## config.mk

```make
export PLATFORM = sky130hd
export DESIGN_NAME = fifo_rd_stream
export DESIGN_NICKNAME = d
export VERILOG_FILES = /design/src/rtl/fifo_rd_stream.sv
export SDC_FILE = /design/constraint.sdc
export NUM_CORES = 1
export LEC_CHECK = 0
export BUFFER_PORTS_ARGS = -buffer_cell sky130_fd_sc_hd__buf_2
export CAP_MARGIN = 0
export CORE_ASPECT_RATIO = 1.4
export CORE_MARGIN = 3
export CORE_UTILIZATION = 52
export CTS_CLUSTER_SIZE = 20
export DETAILED_ROUTE_END_ITERATION = 6
export GPL_TIMING_DRIVEN = 1
export HOLD_SLACK_MARGIN = 0.05
export PLACE_DENSITY = 0.79
export SYNTH_ARGS = -nofsm -noshare
export SYNTH_HDL_FRONTEND = slang
export SYNTH_SLANG_ARGS = --single-unit
export TNS_END_PERCENT = 20
```

## constraint.sdc

```tcl
create_clock -name rclk -period 1.9 [get_ports rclk]
set_clock_uncertainty 0.05 [all_clocks]
set_input_delay 0.38 -clock rclk [delete_from_list [all_inputs] [get_ports rclk]]
set_output_delay 0.38 -clock rclk [all_outputs]
set_load 0.005 [all_outputs]
```

## src/rtl/fifo_rd_stream.sv

```systemverilog
// Read-side drain engine: pops the dual-clock FIFO and re-presents words as a valid/ready stream.
// Optional pop counter on rd_count is enabled by defining FIFO_RD_CNT_EN.
module fifo_rd_stream #(
    parameter int WIDTH     = 8,
    parameter int CNT_WIDTH = 16
) (
    input  logic                 rclk,
    input  logic                 rrst,
    input  logic                 empty,
    input  logic [WIDTH-1:0]     rdata,
    output logic                 read_en,
    input  logic                 flush,
    output logic [WIDTH-1:0]     m_data,
    output logic                 m_valid,
    input  logic                 m_ready
`ifdef FIFO_RD_CNT_EN
    ,
    output logic [CNT_WIDTH-1:0] rd_count
`endif
);

    // Handshake: a word transfers on any rclk edge where m_valid & m_ready;
    // m_valid never drops and m_data never changes until that transfer.
    typedef enum logic [1:0] {
        S_EMPTY = 2'd0,
        S_ONE   = 2'd1,
        S_TWO   = 2'd2
    } state_t;

    state_t             state_q, state_d;
    logic               inflight_q, inflight_d;
    logic [WIDTH-1:0]   head_q, head_d;
    logic [WIDTH-1:0]   tail_q, tail_d;
    logic               pop;
    logic               pop_acc;
    logic               capture;
    logic               read_en_int;
    logic [2:0]         level;
    logic [2:0]         limit;

    always_comb begin
        state_d     = state_q;
        head_d      = head_q;
        tail_d      = tail_q;
        pop         = (state_q != S_EMPTY) & m_ready;
        pop_acc     = pop & !flush;
        capture     = inflight_q & !flush;
        level       = {1'b0, state_q} + {2'b00, inflight_q};
        limit       = 3'd2 + {2'b00, pop};
        // Words already owned (buffered + in flight) minus the one leaving must leave a free slot.
        read_en_int = !empty & !flush & (level < limit);
        inflight_d  = read_en_int;

        case (state_q)
            S_EMPTY: begin
                if (capture) begin
                    head_d  = rdata;
                    state_d = S_ONE;
                end
            end
            S_ONE: begin
                case ({capture, pop_acc})
                    2'b10: begin
                        tail_d  = rdata;
                        state_d = S_TWO;
                    end
                    2'b01:   state_d = S_EMPTY;
                    2'b11:   head_d  = rdata;
                    default: state_d = S_ONE;
                endcase
            end
            S_TWO: begin
                // Capture without pop cannot happen here: read_en is held off at two owned words.
                if (pop_acc) begin
                    head_d = tail_q;
                    if (capture) begin
                        tail_d = rdata;
                    end else begin
                        state_d = S_ONE;
                    end
                end
            end
            default: state_d = S_EMPTY;
        endcase

        if (flush) begin
            state_d = S_EMPTY;
        end
    end

    always_ff @(posedge rclk or posedge rrst) begin
        if (rrst) begin
            state_q    <= S_EMPTY;
            inflight_q <= 1'b0;
            head_q     <= '0;
            tail_q     <= '0;
        end else begin
            state_q    <= state_d;
            inflight_q <= inflight_d;
            head_q     <= head_d;
            tail_q     <= tail_d;
        end
    end

    assign read_en = read_en_int & !rrst;
    assign m_valid = (state_q != S_EMPTY);
    assign m_data  = head_q;

`ifdef FIFO_RD_CNT_EN
    logic [CNT_WIDTH-1:0] cnt_q, cnt_d;

    always_comb begin
        cnt_d = cnt_q + {{(CNT_WIDTH-1){1'b0}}, pop_acc};
    end

    always_ff @(posedge rclk or posedge rrst) begin
        if (rrst) begin
            cnt_q <= '0;
        end else begin
            cnt_q <= cnt_d;
        end
    end

    assign rd_count = cnt_q;
`else
    // Keeps CNT_WIDTH referenced when the counter is compiled out.
    logic [CNT_WIDTH-1:0] unused_cnt_w;
    assign unused_cnt_w = '0;
    logic unused_pop_acc;
    assign unused_pop_acc = pop_acc;
`endif

endmodule

```

==> metrics <==
worst setup path class=register to output port; Worst EP arrival=1.46 ns; layout cells sized above 1=0.6952; initial DRC count=6; sequential power share=0.551; Clock Sinks=19; TNS Setup=0 ns; gpl congestion=0.8066; Pins Over Slew Limit=0; clock share of power=0.191; via count=676; Slew HR=0.6720; Pint=0.7619 mW; Final Setup Violations=0; FF+latch count, synth=19; Post-Synth Simple-Gate Area=0.09001; Worst Path Max Fanout=2; TritonCTS clock tree=built; top post-synthesis cells by area=dfrtp_1 (47%), mux2_2 (27%), ha_1 (3.7%), o32ai_4 (2.7%), buf_6 (2.2%); Synth top cells by count=mux2_2 (24), dfrtp_1 (19), a21oi_1 (3), ha_1 (3), or2_2 (3); Power Dens Cells=831.0 nW/um^2; drt via density=5.408; Ports=23; crit path time final=1.889 ns; async set-reset flop share out of synthesis=1.000; net switching fraction of the power=0.2635; die footprint=2525 sq um; die height=58.27 um; CTS root buf=clkbuf_4; Bufs and invs on worst path=1; Worst-path clk slew=0.10 ns; wire length per cell=13.80 um; RSZ-0062 raised after global routing=true; Mapped Cells=75; Syn Area/Cell=13.53 sq um; Post-Layout Inst Area=1245 sq um; H-Tree Level Count=1; P_sw=0.2726 mW; Ant. Diodes=0; Synth Net Count=91; fmax=529.3 MHz; Synth Area in Adders=0.03699; Compound-Gate Fraction of Synth Area=0.09125; final hold violation count=0; Worst Setup End Kind=output port; num rows=18; Placement Setup Slack=0.03377 ns; largest area contributor in the netlist=dfrtp_1; largest family of logic cells by synthesized area=multiplexers; Area after DPL=1157 sq um; worst-path cell chain=ha_4 > ha_4 > o21ai_1 > and3_1 > buf_2; slowest CP cell=dfrtp_2; first-pass GRT wire length=3.049 mm; critical path's most frequent cell=ha_4; gr usage total=0.1568; DRT antenna net count=0; Post-synth EDFFs=0; Worst Tran Pin Value=0.4920 ns; Hold Path Class=primary input to async pin; Req. time, crit path=1.47 ns; drt drc=0; kind of start point of the critical path=register; synth unique cells=23; post-synthesis xor/xnor area fraction=0; CP max stage delay=0.45 ns; vias in the first global route=727; ys flop type=dfrtp_1; setup ws final=0.01078 ns; Yosys warnings=0; post-DP HPWL=1.325 mm; Comb power frac=0.258; status=completed; Chip Width=43.34 um; Final period util=0.9943; VDD IR-drop max=0.0005522 V; Nets=122; initial antenna violation count=0; Overflow after GRT=0; Yosys top cell area share=0.4686; total CTS buffers=3; multiplexer share of the synthesized area=0.2762; P&R area growth vs syn=22.69%; family with the most delay on the worst path=flip-flops; DRT Wirelength=1.725 mm; Worst-Skew Late Latency=0.29 ns; Power Total=1.035 mW; I/O Buffers=22; Seq/Total Area, Yosys=0.4686; most frequent cell after synthesis=mux2_2; Pleak=0.5637 nW; Initial Util=0.5632; Post-Syn Area=1015 sq um; Pre-Repair DR Iteration Count=4; Max Cap Viol=0; CORE AREA=1802 sq um; largest net degree at the start of global routing=20; deepest clock path buffer count=2
[layout by cell type (no fill, tap or decap), types with 3 or more instances in the layout]
cell type and n:
mux2_2 23, buf_2 22, clkbuf_4 3, or2_2 3, dfrtp_2 3, dfrtp_1 16
buf_4 6, a21oi_1 3
[worst paths after layout]
path	slack (ns)	from	depth (start not counted)	end
setup / recovery	0.01	state_q[0]	5	read_en
hold / removal	0.06	rrst	3	inflight_q
setup reg to reg	0.08	state_q[0]	7	tail_q[1]
hold reg to reg	0.46	m_data[3]	1	m_data[3]
max in group asynchronous	1.53	rrst	3	state_q[0]
min in group rclk	0.28	rdata[0]	2	tail_q[0]
[per-stage QoR]
stage               utilization  std cells  hold WS, ns
global route             0.6910        125      0.07818
global placement         0.6424        119       0.3723
CTS                      0.6840        125      0.05042
finish                   0.6910        125      0.05654
floorplan                     -         75       0.2864
detailed placement       0.6424        119       0.3787
[sequential cells by signal (all words and copies together), names as in the netlist]
signal,cells
m_data,8
tail_q,8
state_q,2
inflight_q,1
[area by class of cell]
class / instances / area [sq um]
fillers: 140 / 556.8
inverters: 2 / 7.507
repair buffers: 29 / 166.4
well taps: 20 / 25.02
flip-flops and latches: 19 / 479.2
clock buffers: 3 / 22.52
clock inverters: 1 / 5.005
multi-input cells: 51 / 539.3
[per-layer routing]
| metal | up-vias | global-route usage | wire, um |
|---|---|---|---|
| li1 | 326 | - | - |
| met1 | 334 | 0.1851 | 754 |
| met2 | 14 | 0.2812 | 889 |
| met3 | 2 | 0.01863 | 65 |
| met4 | 0 | 0.06466 | 16 |
| met5 | - | 0 | 0 |
[power by group through the flow]
stage                     clock [mW]  combinational [mW]  sequential [mW]
final                          0.197               0.267            0.570
after global routing           0.230               0.294            0.586
after CTS                      0.209               0.265            0.570
after detailed placement           0               0.250            0.582
after global placement             0               0.242            0.574
after floorplan                    0               0.156            0.574
[worst reg2reg max path, delay by kind of cell (launching register included)]
| family | cells | cell delay (ns) |
|---|---|---|
| adder cells (fa/ha/maj) | 1 | 0.20 |
| multiplexers | 1 | 0.33 |
| AO/OA/AOI/OAI | 2 | 0.21 |
| buffers and inverters | 1 | 0.13 |
| AND/OR/NAND/NOR | 2 | 0.39 |
| flip-flops | 1 | 0.41 |
[timing repair]
action	4_1_cts	5_1_grt
hold buffers	0	0
cloned	0	0
pin swaps	2	1
gates resized for setup	8	4
buffers inserted	2	0
setup endpoints to repair	1	9
[kinds of logic after synthesis]
| logic type | Yosys count |
|---|---|
| buf+inv | 5 |
| simple gates | 14 |
| mux | 25 |
| compound gates | 9 |
| fa+ha+maj | 3 |
| flops | 19 |
Power figures use the tool's default switching activity.
